File: src/rtl/ep2_cmd_parser_pkg.sv
// ---------------------------------------------------------------------------
// ep2_pkg
// Shared definitions for the EP2 (host-to-radio) command parser:
//   - ep2_state_t     : frame parser state encoding
//   - EP2_SYNC_BYTE   : sync byte value (sent three times per frame)
//   - EP2_HDR_BYTES   : sync + C0..C4 bytes at the head of every frame
//   - EP2_FRAME_BYTES : total bytes per EP2 frame
// ---------------------------------------------------------------------------
package ep2_pkg;

  localparam logic [7:0] EP2_SYNC_BYTE   = 8'h7F;
  localparam int         EP2_HDR_BYTES   = 8;
  localparam int         EP2_FRAME_BYTES = 512;

  // ST_HUNT doubles as "expect sync byte 0" when the parser is locked.
  typedef enum logic [3:0] {
    ST_HUNT    = 4'd0,
    ST_S1      = 4'd1,
    ST_S2      = 4'd2,
    ST_C0      = 4'd3,
    ST_C1      = 4'd4,
    ST_C2      = 4'd5,
    ST_C3      = 4'd6,
    ST_C4      = 4'd7,
    ST_PAYLOAD = 4'd8
  } ep2_state_t;

endpackage : ep2_pkg

File: src/rtl/ep2_cmd_parser_if.sv
// ---------------------------------------------------------------------------
// ep2_cmd_parser_if
// Bundles the EP2 parser stream input, command output, payload output and
// status signals.
//   modport slave  : the parser (consumes ep2_*, drives cmd_*, pl_*, status)
//   modport master : the host side / environment (drives ep2_*)
// Signals:
//   ep2_data[7:0], ep2_valid, ep2_sop        input byte stream
//   cmd_addr[5:0], cmd_ptt, cmd_requires_resp,
//   cmd_data[31:0], cmd_rqst                 command interface to control
//   pl_data[7:0], pl_valid, pl_sof           payload bytes to TX path
//   in_sync, sync_err[7:0]                   lock status / error count
// ---------------------------------------------------------------------------
interface ep2_cmd_parser_if;

  logic [7:0]  ep2_data;
  logic        ep2_valid;
  logic        ep2_sop;

  logic [5:0]  cmd_addr;
  logic        cmd_ptt;
  logic        cmd_requires_resp;
  logic [31:0] cmd_data;
  logic        cmd_rqst;

  logic [7:0]  pl_data;
  logic        pl_valid;
  logic        pl_sof;

  logic        in_sync;
  logic [7:0]  sync_err;

  modport slave (
    input  ep2_data, ep2_valid, ep2_sop,
    output cmd_addr, cmd_ptt, cmd_requires_resp, cmd_data, cmd_rqst,
    output pl_data, pl_valid, pl_sof,
    output in_sync, sync_err
  );

  modport master (
    output ep2_data, ep2_valid, ep2_sop,
    input  cmd_addr, cmd_ptt, cmd_requires_resp, cmd_data, cmd_rqst,
    input  pl_data, pl_valid, pl_sof,
    input  in_sync, sync_err
  );

endinterface : ep2_cmd_parser_if

File: src/rtl/ep2_cmd_parser.sv
// ---------------------------------------------------------------------------
// ep2_cmd_parser
// Locks onto the 0x7F7F7F sync of each EP2 frame, captures C0..C4 into a
// single-cycle cmd_rqst for the control block and forwards the remaining
// payload bytes downstream with a one-cycle registered latency.
//
// Ports:
//   clk  : block clock, rising edge
//   rst  : asynchronous, active-high reset
//   bus  : ep2_cmd_parser_if.slave (stream in, command/payload/status out)
// Parameters:
//   FRAME_BYTES : bytes per frame including sync and C0..C4
//   SYNC_BYTE   : sync byte value
// Build option:
//   EP2_SYNCERR_EN : when defined, sync_err is a saturating 8-bit count of
//                    sync errors; otherwise it is tied to zero.
// ---------------------------------------------------------------------------
module ep2_cmd_parser
  import ep2_pkg::*;
#(
  parameter int         FRAME_BYTES = EP2_FRAME_BYTES,
  parameter logic [7:0] SYNC_BYTE   = EP2_SYNC_BYTE
) (
  input  logic                clk,
  input  logic                rst,
  ep2_cmd_parser_if.slave     bus
);

  localparam logic [8:0] HDR_IDX  = 9'(EP2_HDR_BYTES);
  localparam logic [8:0] LAST_IDX = 9'(FRAME_BYTES - 1);

  ep2_state_t  state_q, state_d;
  logic [8:0]  cnt_q, cnt_d;

  // C0..C3 shadows; C4 is taken straight from the bus on the final byte.
  logic [7:0]  c0_q, c0_d;
  logic [7:0]  c1_q, c1_d;
  logic [7:0]  c2_q, c2_d;
  logic [7:0]  c3_q, c3_d;

  logic [5:0]  cmd_addr_q, cmd_addr_d;
  logic        cmd_ptt_q, cmd_ptt_d;
  logic        cmd_resp_q, cmd_resp_d;
  logic [31:0] cmd_data_q, cmd_data_d;
  logic        cmd_rqst_q, cmd_rqst_d;

  logic [7:0]  pl_data_q, pl_data_d;
  logic        pl_valid_q, pl_valid_d;
  logic        pl_sof_q, pl_sof_d;

  logic        in_sync_q, in_sync_d;
  logic        sync_ev;
  logic        is_sync;

  assign is_sync = (bus.ep2_data == SYNC_BYTE);

  // -------------------------------------------------------------------------
  // Next-state / output logic
  // -------------------------------------------------------------------------
  always_comb begin
    state_d    = state_q;
    cnt_d      = cnt_q;
    c0_d       = c0_q;
    c1_d       = c1_q;
    c2_d       = c2_q;
    c3_d       = c3_q;
    cmd_addr_d = cmd_addr_q;
    cmd_ptt_d  = cmd_ptt_q;
    cmd_resp_d = cmd_resp_q;
    cmd_data_d = cmd_data_q;
    cmd_rqst_d = 1'b0;
    pl_data_d  = pl_data_q;
    pl_valid_d = 1'b0;
    pl_sof_d   = 1'b0;
    in_sync_d  = in_sync_q;
    sync_ev    = 1'b0;

    if (bus.ep2_valid) begin
      if (bus.ep2_sop) begin
        // SOP byte is sync byte 0 whatever its value; anything in flight
        // (including a partial C0..C4 capture) is abandoned.
        state_d = ST_S1;
        cnt_d   = '0;
        if (state_q != ST_HUNT) begin
          sync_ev = 1'b1;
        end
      end else begin
        unique case (state_q)
          ST_HUNT: begin
            if (is_sync) begin
              state_d = ST_S1;
            end else if (in_sync_q) begin
              // Locked: the frame boundary must start with sync.
              sync_ev = 1'b1;
            end
          end
          ST_S1: begin
            if (is_sync) begin
              state_d = ST_S2;
            end else begin
              sync_ev = 1'b1;
              state_d = ST_HUNT;
            end
          end
          ST_S2: begin
            if (is_sync) begin
              state_d   = ST_C0;
              in_sync_d = 1'b1;
            end else begin
              sync_ev = 1'b1;
              state_d = ST_HUNT;
            end
          end
          ST_C0: begin
            c0_d    = bus.ep2_data;
            state_d = ST_C1;
          end
          ST_C1: begin
            c1_d    = bus.ep2_data;
            state_d = ST_C2;
          end
          ST_C2: begin
            c2_d    = bus.ep2_data;
            state_d = ST_C3;
          end
          ST_C3: begin
            c3_d    = bus.ep2_data;
            state_d = ST_C4;
          end
          ST_C4: begin
            cmd_addr_d = c0_q[6:1];
            cmd_ptt_d  = c0_q[0];
            cmd_resp_d = c0_q[7];
            cmd_data_d = {c1_q, c2_q, c3_q, bus.ep2_data};
            cmd_rqst_d = 1'b1;
            cnt_d      = HDR_IDX;
            state_d    = ST_PAYLOAD;
          end
          ST_PAYLOAD: begin
            pl_valid_d = 1'b1;
            pl_data_d  = bus.ep2_data;
            pl_sof_d   = (cnt_q == HDR_IDX);
            if (cnt_q == LAST_IDX) begin
              // Frame complete: wait for the next sync while staying locked.
              cnt_d   = '0;
              state_d = ST_HUNT;
            end else begin
              cnt_d = cnt_q + 9'd1;
            end
          end
          default: begin
            state_d = ST_HUNT;
            cnt_d   = '0;
          end
        endcase
      end

      if (sync_ev) begin
        in_sync_d = 1'b0;
      end
    end
  end

  // -------------------------------------------------------------------------
  // State and output registers
  // -------------------------------------------------------------------------
  always_ff @(posedge clk or posedge rst) begin
    if (rst) begin
      state_q    <= ST_HUNT;
      cnt_q      <= '0;
      c0_q       <= '0;
      c1_q       <= '0;
      c2_q       <= '0;
      c3_q       <= '0;
      cmd_addr_q <= '0;
      cmd_ptt_q  <= 1'b0;
      cmd_resp_q <= 1'b0;
      cmd_data_q <= '0;
      cmd_rqst_q <= 1'b0;
      pl_data_q  <= '0;
      pl_valid_q <= 1'b0;
      pl_sof_q   <= 1'b0;
      in_sync_q  <= 1'b0;
    end else begin
      state_q    <= state_d;
      cnt_q      <= cnt_d;
      c0_q       <= c0_d;
      c1_q       <= c1_d;
      c2_q       <= c2_d;
      c3_q       <= c3_d;
      cmd_addr_q <= cmd_addr_d;
      cmd_ptt_q  <= cmd_ptt_d;
      cmd_resp_q <= cmd_resp_d;
      cmd_data_q <= cmd_data_d;
      cmd_rqst_q <= cmd_rqst_d;
      pl_data_q  <= pl_data_d;
      pl_valid_q <= pl_valid_d;
      pl_sof_q   <= pl_sof_d;
      in_sync_q  <= in_sync_d;
    end
  end

  // -------------------------------------------------------------------------
  // Sync error counter
  // -------------------------------------------------------------------------
`ifdef EP2_SYNCERR_EN
  logic [7:0] sync_err_q, sync_err_d;

  always_comb begin
    sync_err_d = sync_err_q;
    if (sync_ev && (sync_err_q != 8'hFF)) begin
      sync_err_d = sync_err_q + 8'd1;
    end
  end

  always_ff @(posedge clk or posedge rst) begin
    if (rst) begin
      sync_err_q <= '0;
    end else begin
      sync_err_q <= sync_err_d;
    end
  end

  assign bus.sync_err = sync_err_q;
`else
  // Error events only feed in_sync in this build.
  logic unused_sync_ev;
  assign unused_sync_ev = sync_ev;
  assign bus.sync_err   = 8'h00;
`endif

  assign bus.cmd_addr          = cmd_addr_q;
  assign bus.cmd_ptt           = cmd_ptt_q;
  assign bus.cmd_requires_resp = cmd_resp_q;
  assign bus.cmd_data          = cmd_data_q;
  assign bus.cmd_rqst          = cmd_rqst_q;
  assign bus.pl_data           = pl_data_q;
  assign bus.pl_valid          = pl_valid_q;
  assign bus.pl_sof            = pl_sof_q;
  assign bus.in_sync           = in_sync_q;

endmodule : ep2_cmd_parser

File: src/flat_wrapper.sv
// flat-port wrapper written by rule: the top's interface ports become plain ports
module ep2_cmd_parser_flat import ep2_pkg::*;
#(
  parameter int         FRAME_BYTES = EP2_FRAME_BYTES,
  parameter logic [7:0] SYNC_BYTE   = EP2_SYNC_BYTE
)
  (clk, rst, bus_ep2_data, bus_ep2_valid, bus_ep2_sop, bus_cmd_addr, bus_cmd_ptt, bus_cmd_requires_resp, bus_cmd_data, bus_cmd_rqst, bus_pl_data, bus_pl_valid, bus_pl_sof, bus_in_sync, bus_sync_err);
  ep2_cmd_parser_if bus_i ();
  input  logic clk;
  input  logic rst;
  input wire logic [$bits(bus_i.ep2_data)-1:0] bus_ep2_data;
  input wire logic [$bits(bus_i.ep2_valid)-1:0] bus_ep2_valid;
  input wire logic [$bits(bus_i.ep2_sop)-1:0] bus_ep2_sop;
  output wire logic [$bits(bus_i.cmd_addr)-1:0] bus_cmd_addr;
  output wire logic [$bits(bus_i.cmd_ptt)-1:0] bus_cmd_ptt;
  output wire logic [$bits(bus_i.cmd_requires_resp)-1:0] bus_cmd_requires_resp;
  output wire logic [$bits(bus_i.cmd_data)-1:0] bus_cmd_data;
  output wire logic [$bits(bus_i.cmd_rqst)-1:0] bus_cmd_rqst;
  output wire logic [$bits(bus_i.pl_data)-1:0] bus_pl_data;
  output wire logic [$bits(bus_i.pl_valid)-1:0] bus_pl_valid;
  output wire logic [$bits(bus_i.pl_sof)-1:0] bus_pl_sof;
  output wire logic [$bits(bus_i.in_sync)-1:0] bus_in_sync;
  output wire logic [$bits(bus_i.sync_err)-1:0] bus_sync_err;
  assign bus_i.ep2_data = bus_ep2_data;
  assign bus_i.ep2_valid = bus_ep2_valid;
  assign bus_i.ep2_sop = bus_ep2_sop;
  assign bus_cmd_addr = bus_i.cmd_addr;
  assign bus_cmd_ptt = bus_i.cmd_ptt;
  assign bus_cmd_requires_resp = bus_i.cmd_requires_resp;
  assign bus_cmd_data = bus_i.cmd_data;
  assign bus_cmd_rqst = bus_i.cmd_rqst;
  assign bus_pl_data = bus_i.pl_data;
  assign bus_pl_valid = bus_i.pl_valid;
  assign bus_pl_sof = bus_i.pl_sof;
  assign bus_in_sync = bus_i.in_sync;
  assign bus_sync_err = bus_i.sync_err;
  ep2_cmd_parser #(.FRAME_BYTES(FRAME_BYTES), .SYNC_BYTE(SYNC_BYTE)) u_core (.clk(clk), .rst(rst), .bus(bus_i));
endmodule
File: config.mk
export PLATFORM = sky130hd
export DESIGN_NAME = ep2_cmd_parser_flat
export DESIGN_NICKNAME = d
export VERILOG_FILES = /design/src/rtl/ep2_cmd_parser_pkg.sv /design/src/rtl/ep2_cmd_parser_if.sv /design/src/rtl/ep2_cmd_parser.sv /design/src/flat_wrapper.sv
export SDC_FILE = /design/constraint.sdc
export NUM_CORES = 1
export LEC_CHECK = 0
export ABC_AREA = 1
export BUFFER_PORTS_ARGS = -buffer_cell sky130_fd_sc_hd__buf_2
export CAP_MARGIN = 20
export CORE_UTILIZATION = 45
export DETAILED_ROUTE_END_ITERATION = 6
export MAX_ROUTING_LAYER = met4
export PLACE_DENSITY_LB_ADDON = 0.1
export SETUP_SLACK_MARGIN = 0.15
export SYNTH_ARGS = -nofsm -noshare
export SYNTH_HDL_FRONTEND = slang
export SYNTH_SLANG_ARGS = --single-unit
File: constraint.sdc
create_clock -name clk -period 2.65 [get_ports clk]
set_input_delay 0.265 -clock clk [delete_from_list [all_inputs] [get_ports clk]]
set_output_delay 0.265 -clock clk [all_outputs]
set_load 0.01 [all_outputs]
==> results of run 1 <==
-- stage by stage --
stage / setup slack [ns] / hold slack (ns) / cell area [µm²] / power (mW)
6_report: 0.835 / 0.0206 / 4660 / 2.87
5_1_grt: 0.648 / 0.0657 / 4660 / 3.02
4_1_cts: 0.841 / 0.0421 / 4660 / 2.91
3_5_place_dp: 0.866 / 0.444 / 4450 / 1.89
3_3_place_gp: 0.937 / 0.439 / 4450 / 1.89
2_1_floorplan: 1.11 / 0.415 / 4080 / 1.81
-- area by class of cell --
class	instances	area [µm²]
Clock inverter	6	72.6
Multi-Input combinational cell	322	1380
Clock buffer	10	138
Fill cell	854	4070
Tap cell	108	135
Inverter	35	135
Timing Repair Buffer	67	370
Sequential cell	97	2430
-- worst max-delay path by stage --
stage | start | end
after floorplan | u_core.cnt_q[1]$_DFFE_PP0P_ | u_core.state_q[0]$_DFFE_PP0P_
after global placement | u_core.cnt_q[1]$_DFFE_PP0P_ | u_core.state_q[3]$_DFFE_PP0P_
after detailed placement | u_core.cnt_q[1]$_DFFE_PP0P_ | u_core.state_q[3]$_DFFE_PP0P_
after CTS | u_core.cnt_q[1]$_DFFE_PP0P_ | u_core.state_q[3]$_DFFE_PP0P_
after global routing | u_core.cnt_q[1]$_DFFE_PP0P_ | u_core.state_q[2]$_DFFE_PP0P_
final | u_core.cnt_q[1]$_DFFE_PP0P_ | u_core.state_q[3]$_DFFE_PP0P_
-- sequential cells by signal, summed over array words and instances (netlist names) --
register and count:
u_core.c1_q 8, u_core.bus.pl_sof 1, u_core.bus.cmd_ptt 1, u_core.bus.cmd_data 32
u_core.c0_q 8, u_core.c3_q 8, u_core.bus.cmd_rqst 1, u_core.bus.cmd_requires_resp 1
u_core.cnt_q 9, u_core.c2_q 8, u_core.bus.in_sync 1, u_core.bus.cmd_addr 6
u_core.bus.pl_data 8, u_core.bus.pl_valid 1, u_core.state_q 4
-- report_power, final --
| part | total (mW) | switching, mW | internal, mW |
|---|---|---|---|
| logic | 0.233 | 0.157 | 0.0761 |
| clock network | 1.01 | 0.533 | 0.478 |
| registers | 1.63 | 0.0561 | 1.57 |
| total | 2.87 | 0.746 | 2.12 |
-- critical path, delay by kind of cell (launching register included) --
| kind | cells | cell delay (ns) |
|---|---|---|
| flops | 1 | 0.44 |
| simple gates | 6 | 0.75 |
| buf+inv | 1 | 0.07 |
| fa+ha+maj | 2 | 0.42 |
-- per-layer routing --
| metal | global-route usage | vias up |
|---|---|---|
| li1 | - | 1586 |
| met1 | 0.289 | 1464 |
| met2 | 0.310 | 90 |
| met3 | 0.0325 | 14 |
| met4 | 0.0723 | 0 |
| met5 | - | - |
-- synth_stat cells (all sizes together), types with 3 or more instances --
master,count
o21ai,56
dfrtp,97
inv,35
nand4,8
nor2,24
a21oi,6
nand3,15
ha,3
nor3,4
nand2,197
buf,16
clkbuf,5
-- logic make-up (layout without fill, tap and decap cells) --
logic type	count (synthesis)	after routing	share of synthesized area
buffers and inverters	56	118	0.0665
other	1	8	0.000926
flip-flops	97	97	0.600
adder cells (fa/ha/maj)	3	3	0.00927
AO/OA/AOI/OAI	63	63	0.0785
AND/OR/NAND/NOR	248	248	0.245
==> flow_metrics.py, run 1 <==
metrics = {
    "run": {
        "cap_violations": 0,
    },
    "timing": {
        "rsz0062_at_grt": "no",
        "final_max_slew_viol_count": 0,
        "fin_crit_ns": 1.81,
        "final.setup_skew_ns": 0.0116,
        "post-route-period-util": 0.685,
        "worstMarginPinSlew_ns": 0.765,
        "max_freq_ghz": 0.551,
        "slew_headroom": 0.489,
        "fin_tns_setup_ns": 0,
        "hold_violations": 0,
        "setup_viol": 0,
    },
    "clock_network": {
        "post_cts_resized": 0,
        "clock_sinks": 97,
        "insertion_delay_ns": 0.36,
        "tritoncts": "built",
        "clock-root-buffer": "clkbuf_8",
        "clockBufferDepth": 2,
        "cts_max_level": 3,
        "cts.hold.buffers_added": 0,
        "cts_made_buffers": 9,
        "path_clk_slew_ns": 0.10,
        "postCtsSetupBuffers": 0,
    },
    "floorplanning": {
        "rows": 34,
        "die_w_um": 96.8,
        "core_area_um2": 8720,
        "initial_core_util": 0.464,
        "pin_count": 72,
        "die_h_um": 96.8,
        "dieArea_um2": 9380,
    },
    "synthesis": {
        "synth-main-ff-cell": "dfrtp_1",
        "ys_ff_latch": 97,
        "seq_area_frac_synth": 0.600,
        "netlist_area_um2": 4050,
        "synth_top_cell_by_area": "dfrtp_1",
        "synthCells": 468,
        "yosysWarnings": 0,
        "synth_area_leaders": "dfrtp_1, nand2_1, o21ai_0",
        "syn_avg_cell_area_um2": 8.65,
        "synth_top_area_share": 0.600,
        "ys_types": 20,
        "synth-edff-count": 0,
        "synthArstFlopShare": 1.00,
    },
    "detailed_routing": {
        "avgRoutedWirePerCell_um": 13.4,
        "wl_met2_mm": 3.85,
        "wl_met3_um": 356,
        "routed_wl_mm": 8.65,
        "drt_iter0_markers": 170,
        "detail_route.first_pass.iterations": 5,
        "top_layer_used": "met4",
        "ant_nets": 0,
        "wl_met1_mm": 4.30,
        "drc": 0,
        "vias": 3154,
        "via_per_inst": 4.89,
    },
    "pwr": {
        "p_per_area_nw_per_um2": 617,
        "p_leak_nw": 2.61,
        "peakVddDrop_uv": 297,
    },
    "finish": {
        "antenna_cells": 0,
        "area_growth_pct": 15.0,
        "mostFrequentLayoutCells": "nand2_1, dfrtp_1, buf_2, o21ai_0, inv_1",
        "utilization": 0.534,
        "final_cells": 645,
        "layout-drive-gt1-share": 0.171,
        "layout_commonest_cell": "nand2_1",
        "fin_nets": 547,
    },
    "worst_setup_path": {
        "critical_path.startpoint_type": "flip-flop",
        "reg2reg_depth": 9,
        "crit_arrival_ns": 2.03,
        "rr_endpoint": "u_core.state_q[3]$_DFFE_PP0P_",
        "critical_path_class": "flip-flop to flip-flop",
        "r2r_setup_slack_ns": 0.84,
        "max_stage_delay_ns": 0.44,
        "critPathSlowestCell": "dfrtp_1",
        "cp_max_fo": 5,
        "crit_path_cell_trace": "ha_1 > nand4_1 > nor3_1 > ha_1 > inv_1 > nand4_1 > nand3_1 > nand2_1 > nand2_1",
        "worstSetupEndpointType": "flip-flop",
        "crit_required_ns": 2.87,
        "rr_startpoint": "u_core.cnt_q[1]$_DFFE_PP0P_",
    },
    "global_routing": {
        "grt_pass1_vias": 2996,
        "grt.total_usage": 0.207,
        "antenna_found_initial": 0,
        "grt_start_max_net_pins": 50,
        "grt_overflow_total": 0,
        "grt_pass1_wl_mm": 15.0,
    },
    "placed_design": {
        "portBuffers": 63,
        "dp.cells": 629,
        "gp_congestion": 0.920,
        "place_hpwl_mm": 6.03,
    },
    "worst_hold_path": {
        "hold_path_class": "primary input to async pin",
    },
    "run_status": {
        "outcome": "completed",
    },
}
(Power assumes the default switching activity.)
==> run 2: changes to the inputs <==
clock period = 1.7 ns   (was 2.65 ns; I/O delays follow)
==> flow_metrics.py, run 2 (synthesis gave the netlist of run 1 again) <==
metrics = {
    "run_status": {
        "outcome": "completed",
    },
    "floorplanning": {
        "dieArea_um2": 9380,
        "pin_count": 72,
        "die_h_um": 96.8,
        "die_w_um": 96.8,
        "rows": 34,
        "core_area_um2": 8720,
        "initial_core_util": 0.464,
    },
    "placed_design": {
        "place_hpwl_mm": 5.92,
        "placed_area_um2": 4520,
        "portBuffers": 63,
        "dp.cells": 639,
        "gp_congestion": 0.879,
    },
    "global_routing": {
        "grt_pass1_vias": 2998,
        "grt_overflow_total": 0,
        "grt.total_usage": 0.211,
        "grt_start_max_net_pins": 98,
        "antenna_found_initial": 0,
        "grt_pass1_wl_mm": 15.1,
    },
    "timing": {
        "final.setup_skew_ns": 0.0132,
        "hold_violations": 0,
        "worstMarginPinSlew_ns": 0.500,
        "fin_tns_setup_ns": 0,
        "post-route-period-util": 0.990,
        "rsz0062_at_grt": "yes",
        "final_max_slew_viol_count": 0,
        "whs_ns": 0.194,
        "setup_viol": 0,
        "fin_crit_ns": 1.68,
        "max_freq_ghz": 0.594,
        "slew_headroom": 0.666,
    },
    "finish": {
        "layout_commonest_cell": "nand2_1",
        "antenna_cells": 0,
        "fin_nets": 567,
        "fillers": 819,
        "layout-drive-gt1-share": 0.225,
        "final_cells": 664,
        "fin_area_um2": 4870,
        "largest_reg_flops": 32,
        "area_growth_pct": 20.3,
        "mostFrequentLayoutCells": "nand2_1, dfrtp_1, buf_2, o21ai_0, inv_1",
    },
    "detailed_routing": {
        "drc": 0,
        "routed_wl_mm": 9.17,
        "ant_nets": 0,
        "avgRoutedWirePerCell_um": 13.8,
        "vias": 3257,
        "via_per_inst": 4.91,
        "drt_iter0_markers": 118,
        "detail_route.first_pass.iterations": 4,
    },
    "clock_network": {
        "tritoncts": "built",
        "clock_sinks": 97,
        "clock-root-buffer": "clkbuf_8",
        "cts_max_level": 3,
        "clockBufferDepth": 2,
        "insertion_delay_ns": 0.36,
        "path_clk_slew_ns": 0.09,
        "cts_made_buffers": 9,
    },
    "run": {
        "cap_violations": 0,
    },
    "pwr": {
        "p_leak_nw": 2.69,
        "p_per_area_nw_per_um2": 914,
        "peakVddDrop_uv": 368,
    },
    "worst_setup_path": {
        "startpoint": "u_core.cnt_q[0]$_DFFE_PP0P_",
        "cp_max_fo": 4,
        "critical_path_class": "flip-flop to flip-flop",
        "crit_required_ns": 1.99,
        "worstSetupEndpointType": "flip-flop",
        "rr_endpoint": "u_core.cnt_q[5]$_DFFE_PP0P_",
        "critical_path.startpoint_type": "flip-flop",
        "cpLargestDelayFamily": "simple AND/OR/NAND/NOR gates",
        "r2r_setup_slack_ns": 0.02,
        "reg2reg_depth": 9,
        "max_stage_delay_ns": 0.41,
        "crit_arrival_ns": 1.97,
        "rr_startpoint": "u_core.cnt_q[0]$_DFFE_PP0P_",
        "critPathSlowestCell": "dfrtp_1",
        "crit_path_cell_trace": "ha_2 > nand4_1 > nor3_2 > ha_2 > inv_2 > nand4_1 > nand2_2 > inv_1 > a21oi_1",
        "crit_buf_inv": 2,
    },
    "worst_hold_path": {
        "hold_path_class": "primary input to flip-flop",
        "min_to": "u_core.state_q[2]$_DFFE_PP0P_",
        "hp-start": "bus_ep2_sop",
        "hold_depth": 4,
    },
}
run 2: cell types whose count changed in the layout (fill, tap and decap cells not counted), moves of 3 or more:
cell	delta
nand2_1	-5
buf_6	+5
inv_6	-3
nand2_2	+6
o21ai_0	-3
nor2_1	-3
o21ai_1	+3
buf_4	+13
run 2: report_power, final:
group	internal [mW]	switching, mW
Combinational	0.124	0.254
Sequential	2.45	0.0924
Clock	0.725	0.805
Total	3.30	1.15
run 2: routing by layer:
| layer | vias to the layer above | GRT usage | share of wire |
|---|---|---|---|
| met5 | - | - | 0 |
| met4 | 0 | 0.0827 | 0.017 |
| met3 | 15 | 0.0390 | 0.034 |
| met2 | 83 | 0.300 | 0.46 |
| met1 | 1532 | 0.299 | 0.49 |
| li1 | 1627 | - | - |
run 2: cell type report:
type                    count  area, µm²  area share
well taps                 108        135      0.0278
clock buffers              10        138      0.0283
clock inverters             5       65.1      0.0134
inverters                  35        135      0.0278
flip-flops and latches     97       2430       0.499
multi-input cells         323       1430       0.295
repair buffers             86        534       0.110
run 2: worst register-to-register path, stage by stage (launching register included):
cell and delay, ns:
dfrtp_1 0.41, ha_2 0.20, nand4_1 0.11, nor3_2 0.06
ha_2 0.19, inv_2 0.05, nand4_1 0.18, nand2_2 0.21
inv_1 0.07, a21oi_1 0.13
run 2: what timing repair did:
action                                 4_1_cts  5_1_grt
cloned                                       0        1
hold buffers                                 1        0
setup endpoints to repair                   10       61
setup buffers                                6        2
pin swaps                                    9        7
resized for setup                            9       16
endpoints found under the hold margin       97        0
run 2: metrics by stage:
| stage | utilization | power [mW] | worst slack (ns) |
|---|---|---|---|
| floorplan | - | 2.82 | 0.158 |
| global placement | 0.518 | 2.94 | 0.0254 |
| detailed placement | 0.518 | 2.95 | -0.0563 |
| CTS | 0.550 | 4.49 | 0.0980 |
| global route | 0.558 | 4.68 | -0.0800 |
| finish | 0.558 | 4.45 | 0.0165 |
run 2: how the worst max path moves through the flow:
stage | cells past startpoint | to | slack, ns
after floorplan | 10 | u_core.state_q[0]$_DFFE_PP0P_ | 0.16
after global placement | 9 | u_core.cnt_q[1]$_DFFE_PP0P_ | 0.03
after detailed placement | 9 | u_core.cnt_q[5]$_DFFE_PP0P_ | -0.06
after CTS | 10 | u_core.state_q[0]$_DFFE_PP0P_ | 0.1
after global routing | 10 | u_core.state_q[0]$_DFFE_PP0P_ | -0.08
final | 9 | u_core.cnt_q[5]$_DFFE_PP0P_ | 0.02
